File: src/rtl/ps2_pkg.sv
// Shared types and helpers for the PS/2 host controller.
// Holds the line FSM states, the frame length and the microsecond-to-cycle conversion.
package ps2_pkg;

  typedef enum logic [2:0] {
    IDLE,
    RX,
    INHIBIT,
    REQ,
    TXB,
    ACK,
    WAITIDLE
  } ps2_state_e;

  localparam int FRAME_BITS = 11;

  // Whole-MHz clocks only; the fractional MHz part is dropped.
  function automatic int us_to_cyc(input int clk_hz, input int us);
    return (clk_hz / 1000000) * us;
  endfunction

endpackage

File: src/rtl/ps2_line_filter.sv
// Conditions one async PS/2 pad: 2-flop synchronizer, FILT_LEN-sample level filter,
// and a one-cycle strobe in the first cycle the filtered level reads low after being high.
module ps2_line_filter #(
  parameter int FILT_LEN = 8
) (
  input  logic clk_i,
  input  logic rst_ni,
  input  logic pad_i,
  output logic level_o,
  output logic fe_o
);

  localparam int CW = $clog2(FILT_LEN + 1);

  logic [1:0]    sync_q;
  logic          filt_q, filt_d;
  logic          prev_q;
  logic [CW-1:0] cnt_q, cnt_d;

  // Any sample that agrees with the current level restarts the run count.
  always_comb begin
    filt_d = filt_q;
    cnt_d  = '0;
    if (sync_q[1] != filt_q) begin
      if (cnt_q == CW'(FILT_LEN - 1)) filt_d = sync_q[1];
      else                            cnt_d  = cnt_q + 1'b1;
    end
  end

  // Idle PS/2 lines are pulled high, so everything resets to 1.
  always_ff @(posedge clk_i or negedge rst_ni) begin
    if (!rst_ni) begin
      sync_q <= 2'b11;
      filt_q <= 1'b1;
      prev_q <= 1'b1;
      cnt_q  <= '0;
    end else begin
      sync_q <= {sync_q[0], pad_i};
      filt_q <= filt_d;
      prev_q <= filt_q;
      cnt_q  <= cnt_d;
    end
  end

  assign level_o = filt_q;
  assign fe_o    = prev_q & ~filt_q;

endmodule

File: src/rtl/ps2_host_ctrl.sv
// PS/2 host line controller: receives device frames and sends host command frames,
// arbitrating the shared open-drain clock/data pair between the two directions.
import ps2_pkg::*;

module ps2_host_ctrl #(
  parameter int CLK_HZ     = 50000000,
  parameter int INHIBIT_US = 100,
  parameter int TIMEOUT_US = 2000,
  parameter int FILT_LEN   = 8
) (
  input  logic       CLK,
  input  logic       RST,
  input  logic       PS2_CLK_I,
  input  logic       PS2_DAT_I,
  output logic       PS2_CLK_OE,
  output logic       PS2_DAT_OE,
  input  logic [7:0] TX_DATA,
  input  logic       TX_VALID,
  output logic       TX_READY,
  output logic [7:0] RX_DATA,
  output logic       RX_VALID,
  output logic       RX_ERR,
  output logic       TX_ERR,
  output logic       TX_DONE
);

  localparam int INH_CYC = us_to_cyc(CLK_HZ, INHIBIT_US);
  localparam int TO_CYC  = us_to_cyc(CLK_HZ, TIMEOUT_US);
  localparam int CNT_MAX = (INH_CYC > TO_CYC) ? INH_CYC : TO_CYC;
  localparam int CNT_W   = $clog2(CNT_MAX + 1);

  logic clk_lvl, clk_fe, dat_lvl;

  ps2_line_filter #(.FILT_LEN(FILT_LEN)) u_clk_filt (
    .clk_i   (CLK),
    .rst_ni  (RST),
    .pad_i   (PS2_CLK_I),
    .level_o (clk_lvl),
    .fe_o    (clk_fe)
  );

  ps2_line_filter #(.FILT_LEN(FILT_LEN)) u_dat_filt (
    .clk_i   (CLK),
    .rst_ni  (RST),
    .pad_i   (PS2_DAT_I),
    .level_o (dat_lvl),
    .fe_o    ()
  );

  ps2_state_e       state_q, state_d;
  logic [CNT_W-1:0] cnt_q, cnt_d;
  logic [3:0]       bit_q, bit_d;
  logic [9:0]       rx_sh_q, rx_sh_d;
  logic [9:0]       tx_frm_q, tx_frm_d;
  logic [7:0]       rx_data_q, rx_data_d;
  logic             rx_valid_q, rx_valid_d;
  logic             rx_err_q, rx_err_d;
  logic             tx_err_q, tx_err_d;
  logic             tx_done_q, tx_done_d;
  logic             clk_oe, dat_oe, ready, timeout;

  assign timeout = (cnt_q == CNT_W'(TO_CYC - 1));

  always_comb begin
    state_d    = state_q;
    cnt_d      = cnt_q + 1'b1;
    bit_d      = bit_q;
    rx_sh_d    = rx_sh_q;
    tx_frm_d   = tx_frm_q;
    rx_data_d  = rx_data_q;
    rx_valid_d = 1'b0;
    rx_err_d   = 1'b0;
    tx_err_d   = 1'b0;
    tx_done_d  = 1'b0;
    clk_oe     = 1'b0;
    dat_oe     = 1'b0;
    ready      = 1'b0;

    unique case (state_q)
      IDLE: begin
        ready = 1'b1;
        cnt_d = '0;
        bit_d = '0;
        // A command pre-empts a device frame that is just starting.
        if (TX_VALID) begin
          tx_frm_d = {1'b1, ~(^TX_DATA), TX_DATA};
          state_d  = INHIBIT;
        end else if (clk_fe) begin
          rx_sh_d = {dat_lvl, rx_sh_q[9:1]};
          bit_d   = 4'd1;
          state_d = RX;
        end
      end

      // rx_sh_q fills LSB-first: [0]=start, [8:1]=data, [9]=parity; stop is read live.
      RX: begin
        if (clk_fe) begin
          cnt_d = '0;
          if (bit_q == 4'd10) begin
            state_d = IDLE;
            if (!rx_sh_q[0] && (^rx_sh_q[9:1]) && dat_lvl) begin
              rx_valid_d = 1'b1;
              rx_data_d  = rx_sh_q[8:1];
            end else begin
              rx_err_d = 1'b1;
            end
          end else begin
            rx_sh_d = {dat_lvl, rx_sh_q[9:1]};
            bit_d   = bit_q + 4'd1;
          end
        end else if (timeout) begin
          rx_err_d = 1'b1;
          state_d  = IDLE;
        end
      end

      // Our own clock pull produces an edge here; it is deliberately ignored.
      INHIBIT: begin
        clk_oe = 1'b1;
        if (cnt_q == CNT_W'(INH_CYC - 1)) begin
          dat_oe  = 1'b1;
          cnt_d   = '0;
          state_d = REQ;
        end
      end

      REQ: begin
        dat_oe = 1'b1;
        if (clk_fe) begin
          cnt_d   = '0;
          bit_d   = '0;
          state_d = TXB;
        end else if (timeout) begin
          tx_err_d = 1'b1;
          state_d  = IDLE;
        end
      end

      TXB: begin
        dat_oe = ~tx_frm_q[bit_q];
        if (clk_fe) begin
          cnt_d = '0;
          if (bit_q == 4'd9) state_d = ACK;
          else               bit_d   = bit_q + 4'd1;
        end else if (timeout) begin
          tx_err_d = 1'b1;
          state_d  = IDLE;
        end
      end

      ACK: begin
        if (clk_fe) begin
          cnt_d     = '0;
          tx_done_d = ~dat_lvl;
          tx_err_d  = dat_lvl;
          state_d   = WAITIDLE;
        end else if (timeout) begin
          tx_err_d = 1'b1;
          state_d  = IDLE;
        end
      end

      WAITIDLE: begin
        if (clk_lvl && dat_lvl) begin
          state_d = IDLE;
        end else if (clk_fe) begin
          cnt_d = '0;
        end else if (timeout) begin
          tx_err_d = 1'b1;
          state_d  = IDLE;
        end
      end

      default: state_d = IDLE;
    endcase
  end

  always_ff @(posedge CLK or negedge RST) begin
    if (!RST) begin
      state_q    <= IDLE;
      cnt_q      <= '0;
      bit_q      <= '0;
      rx_sh_q    <= '0;
      tx_frm_q   <= '0;
      rx_data_q  <= '0;
      rx_valid_q <= 1'b0;
      rx_err_q   <= 1'b0;
      tx_err_q   <= 1'b0;
      tx_done_q  <= 1'b0;
    end else begin
      state_q    <= state_d;
      cnt_q      <= cnt_d;
      bit_q      <= bit_d;
      rx_sh_q    <= rx_sh_d;
      tx_frm_q   <= tx_frm_d;
      rx_data_q  <= rx_data_d;
      rx_valid_q <= rx_valid_d;
      rx_err_q   <= rx_err_d;
      tx_err_q   <= tx_err_d;
      tx_done_q  <= tx_done_d;
    end
  end

  // The state register already sits in IDLE during reset, so READY is gated by RST.
  assign TX_READY   = ready & RST;
  assign PS2_CLK_OE = clk_oe;
  assign PS2_DAT_OE = dat_oe;
  assign RX_DATA    = rx_data_q;
  assign RX_VALID   = rx_valid_q;
  assign RX_ERR     = rx_err_q;
  assign TX_ERR     = tx_err_q;
  assign TX_DONE    = tx_done_q;

endmodule

File: config.mk
export PLATFORM = sky130hd
export DESIGN_NAME = ps2_host_ctrl
export DESIGN_NICKNAME = d
export VERILOG_FILES = /design/src/rtl/ps2_pkg.sv /design/src/rtl/ps2_line_filter.sv /design/src/rtl/ps2_host_ctrl.sv
export SDC_FILE = /design/constraint.sdc
export NUM_CORES = 1
export LEC_CHECK = 0
export CAP_MARGIN = 20
export CORE_ASPECT_RATIO = 1.1
export CORE_UTILIZATION = 30
export DETAILED_ROUTE_END_ITERATION = 16
export PLACE_DENSITY = 0.55
export SYNTH_ARGS = -nofsm -noshare
export SYNTH_HDL_FRONTEND = slang
export SYNTH_SLANG_ARGS = --single-unit
File: constraint.sdc
create_clock -name CLK -period 5.5 [get_ports CLK]
set_input_delay 1.375 -clock CLK [delete_from_list [all_inputs] [get_ports CLK]]
set_output_delay 1.375 -clock CLK [all_outputs]
set_load 0.02 [all_outputs]
* Yosys cells after proc, flatten, opt, wreduce, memory -nomap -nowiden
Cells that the tools add are included.
W data, S select, Z words.
** Operators by class
- Add/subtract/negate cells :: 4
- $lt $le $gt $ge :: 1
- Equality and inequality tests :: 26
- Multiplexer cells :: 55
- Bitwise operators :: 6
- Reductions and logical operators :: 18
** Operators with widths (count)
- $pmux W17 S4 :: 1
- $mux W17 :: 3
- $mux W10 :: 4
- $mux W3 :: 12
- $mux W4 :: 9
- $pmux W3 S7 :: 1
- $mux W1 :: 20
- $pmux W10 S2 :: 1
- $add A17 B1 Y17 const B :: 1
- $eq A17 B13 Y1 const B :: 1
- $eq A17 B17 Y1 const B :: 1
- $ne A2 B2 Y1 const B :: 8
- $pmux W4 S4 :: 1
- $add A4 B1 Y4 const B :: 3
- $ne A3 B3 Y1 const B :: 4
- $reduce_and A5 Y1 :: 2
- $eq A3 B3 Y1 const B :: 3
- $reduce_xor A9 Y1 :: 1
- $eq A4 B3 Y1 const B :: 2
- $eq A4 B4 Y1 const B :: 2
- $reduce_xor A8 Y1 :: 1
- $eq A3 B2 Y1 const B :: 2
- $pmux W1 S3 :: 2
- $reduce_and A2 Y1 :: 3
- other kinds (15) :: 22
** Word-level totals
- Register bits after elaboration :: 71
- Bits of input ports :: 13
- Output and inout bits :: 15
- Logic and storage cells :: 127

* Longest topological paths before layout
- Word-level depth :: 7
- Mapped depth :: 8
- Depth with buffers taken out :: 7

* Cells and area by module
From an unflattened synthesis, not the netlist that was laid out.
** Unflattened totals
- Cell total of the unflattened synthesis :: 319
- Area, all modules :: 3575.9 um^2
** By module, submodules not included
- ps2_host_ctrl :: instances 1, cells an instance 275, area each 2965.3 um^2, seq. area each 1401.3 um^2
- ps2_line_filter :: instances 2, cells an instance 22, area each 305.3 um^2, seq. area each 205.2 um^2

* Worst setup path after synthesis
No wires, ideal clock.
- Path kind :: reg-to-output
- Start point :: reg bit_q[0]
- End point :: out PS2_DAT_OE
- Data arrival time :: 1.601 ns
- Data required time :: 4.125 ns
- Slack :: 2.524 ns
- Cell stages (with the launch flop) :: 6
- Path buffers :: 1
- Cell sequence :: dfrtp_1 -> clkbuf_1 -> mux2i_1 -> or4b_2 -> o2111ai_1 -> nand2_1
** On the way
- Longest elaborated chain between the ends :: 4
** Ends and longest elaborated chain
- start, declared :: RTL line ps2_host_ctrl.sv:52 : logic [3:0] bit_q, bit_d;
- start signal, assigned :: RTL line ps2_host_ctrl.sv:193 : bit_q <= bit_d;
- $bmux W1 S4 :: RTL line ps2_host_ctrl.sv:140 : dat_oe = ~tx_frm_q[bit_q];
- $mux W1 (not written as such) :: RTL line ps2_host_ctrl.sv:140
- $not A1 Y1 :: RTL line ps2_host_ctrl.sv:140
- $pmux W1 S3 :: RTL line ps2_host_ctrl.sv:79 : unique case (state_q)
- end, declared :: RTL line ps2_host_ctrl.sv:16 : output logic PS2_DAT_OE,
Every way passes these cells. The select of a mux whose other input is x is not followed.

* Worst setup path after layout
- Start point :: reg cnt_q[4]
- End point :: out PS2_DAT_OE
** On the way
- Longest elaborated chain between the ends :: 3
** Ends and longest elaborated chain
- start, declared :: RTL line ps2_host_ctrl.sv:51 : logic [CNT_W-1:0] cnt_q, cnt_d;
- start signal, assigned :: RTL line ps2_host_ctrl.sv:192 : cnt_q <= cnt_d;
- $eq A17 B13 Y1 :: RTL line ps2_host_ctrl.sv:120 : if (cnt_q == CNT_W'(INH_CYC - 1)) begin
- $mux W1 :: RTL line ps2_host_ctrl.sv:120
- $pmux W1 S3 :: RTL line ps2_host_ctrl.sv:79
Every way passes these cells.

==> qor.txt <==
CP startpoint kind - flop
H-Tree Depth - 3
Die Y - 114.8 µm
Syn Inst Count - 316
Compound-Gate Fraction of Synth Area - 6.741%
CP required - 4120 ps
Placer Congestion - 0.7851
Hold WC Path Type - reg2reg
Initial antenna violation count - 0
Initial DRC Count - 76
Part of the Yosys area used for sequential elements - 51.44%
Gr usage total - 12.37%
XOR/XNOR share of the synthesized area - 8.724%
Crit Path Category - reg2out
Fin. max-slew vios - 0
Min cycle time layout - 3960 ps
Largest family of logic cells by synthesized area - simple AND/OR/NAND/NOR gates
Seq. cell area - 1785 µm²
Synth warn - 0
Simple-gate share of the synthesized area - 17.84%
Mux contribution to synthesized area - 11.25%
Multi-input logic area - 1622 µm²
Worst setup margin - 1540 ps
Post-CTS setup buffer count - 0
Remaining Overflow, GRT - 0
Final hold violation count - 0
Total CTS buffers - 9
Post-DRT Antenna Nets - 0
Commonest non-fill, non-tap cell in the layout - dfrtp_1
Peak VDD IR - 148.6 µV
DRC errors left - 0
Core area - 11110 µm²
Vias in the first global route - 2487
Layout cells sized above 1 - 16.76%
Later-pin clock latency in the skew report - 340 ps
Routed WL - 6742 µm
Status - complete, no violations
Largest net degree at the start of global routing - 72
Worst EP arrival - 2590 ps
Initial Util - 31.24%
Worst-Margin Slew - 904.0 ps
Worst-path cell chain - or4_1 -> nor4_1 -> o21ai_0 -> nand2_1 -> clkdlybuf4s50_1
CTS Root Cell - clkbuf_16
Post-synth design cell area - 3471 µm²
# rows - 40
CTS clk-pin slew, worst paths - 60 ps
Inserted Diodes - 0
Final Power - 1878 µW
Synth area leader - dfrtp_1
Die area - 12000 µm²
Detailed Place HPWL - 4625 µm
Hold_buf cts - 0
Slowest-stage cell, CP - clkdlybuf4s50_1
Max_slew headroom - 39.73%
Fmax - 252.5 MHz
Static Leak - 0.001776 µW
Synth Flop Type - dfrtp_1
Synth Register Bits - 71
WL/cell - 13.51 µm
Fill count - 1114
Dominant cells by area after synthesis - dfrtp_1 46%, mux2_2 9.1%, xnor2_1 5.8%
Cell variety after synth - 47
CTS tree - done
Post-layout util - 38.20%
Clock sink total - 71
Adder-cell area share of the yosys netlist - 2.163%
Worst path max stage delay - 610 ps
Final Skew - 6.938 ps
Critical Path Fanout Max - 6
Unrepaired setup endpoints after global routing - false
Most frequent cells in the layout - 64 x dfrtp_1, 37 x nor2_1, 28 x mux2_2
PortBufs - 27
Routed vias/inst - 4.808
First-pass GRT wire length - 11700 µm
Asr flop ratio synth - 100.0%
Post-synth EDFFs - 0
Syn avg cell area - 10.98 µm²
Deepest clock path buffer count - 2
CP Capture Type - output port
PostCTS Resize Cnt - 0
Final net count - 366
Vias - 2399
Die X - 104.6 µm
Yosys top cell area share - 46.14%
Num ports - 28
Area growth, synth to finish - 22.28%
# Max-Cap Violations - 0
Final setup vio count - 0
Worst slack, placed - 1858 ps
Final worst path period share - 72.01%
Final setup TNS - 0 ps
Syn nets - 335
First-pass DRT Iterations - 4
Power Density - 442.5 nW/µm²
[worst paths after layout]
path | startpoint | endpoint | slack (ps) | cells after the start
worst max-delay path | cnt_q[4]$_DFF_PN0_ | PS2_DAT_OE | 1540 | 5
worst max register to register | bit_q[0]$_DFFE_PN0P_ | rx_sh_q[0]$_DFFE_PN0P_ | 3170 | 7
min in group asynchronous | RST | cnt_q[3]$_DFF_PN0_ | 1290 | 2
worst min register to register | u_dat_filt.sync_q[0]$_DFF_PN1_ | u_dat_filt.sync_q[1]$_DFF_PN1_ | 360 | 0
max in group asynchronous | RST | cnt_q[8]$_DFF_PN0_ | 3600 | 2
worst min-delay path | u_dat_filt.sync_q[0]$_DFF_PN1_ | u_dat_filt.sync_q[1]$_DFF_PN1_ | 360 | 0
[synthesized netlist by cell type (all sizes together), types with 4 or more instances]
cell,count
dfstp,7
nor4,4
o21ai,9
mux2,28
a21oi,7
nand3b,4
nor3,10
ha,6
nand3,17
nand2,22
clkbuf,8
nand4,4
nor2b,7
nor2,37
inv,7
dfrtp,64
xor2,9
xnor2,23
[state kept, by name, indices dropped and copies added (netlist names), 2 cells and up]
| register | count |
|---|---|
| RX_DATA | 8 |
| bit_q | 4 |
| cnt_q | 17 |
| rx_sh_q | 10 |
| state_q | 3 |
| tx_frm_q | 10 |
| u_clk_filt.cnt_q | 4 |
| u_clk_filt.sync_q | 2 |
| u_dat_filt.cnt_q | 4 |
| u_dat_filt.sync_q | 2 |
[through the flow]
| step | instances | instance area [µm²] | hold slack (ps) |
|---|---|---|---|
| after floorplan | 316 | 3471 | 345.2 |
| after global placement | 483 | 3897 | 348.3 |
| after detailed placement | 483 | 3897 | 349.7 |
| after CTS | 499 | 4244 | 357.8 |
| after global routing | 499 | 4244 | 360.0 |
| final | 499 | 4244 | 355.8 |
[metal layers]
layer | share of wire, % | vias to the layer above | GRT usage (%)
met2 | 48 | 24 | 20.35
met3 | 2.3 | 12 | 2.438
li1 | - | 1182 | -
met1 | 48 | 1181 | 15.27
met4 | 2.2 | 0 | 7.143
met5 | 0 | - | 0
[logic make-up after synthesis]
group,after synthesis
compound gates,35
xor+xnor,33
fa+ha+maj,6
buf+inv,16
flops,71
mux,33
simple gates,122
[report_power, final]
part | internal [µW] | switching [µW]
logic | 224 | 256
clock network | 444 | 225
registers | 621 | 108
total | 1290 | 589
[worst max-delay path, delay by kind of cell, from the launching register on]
family	cells	cell delay, ps
buffers and inverters	1	610
and+or+nand+nor	3	1050
DFF	1	430
AOI/OAI and AO/OA	1	180
[final cells by class]
cell class,count,share of cell area (%)
clock buffers,9,5.307
flip-flops and latches,71,42.07
well taps,147,4.334
multi-input cells,229,38.21
clock inverters,7,2.860
repair buffers,29,6.604
inverters,7,0.6191
(Power assumes the default switching activity.)
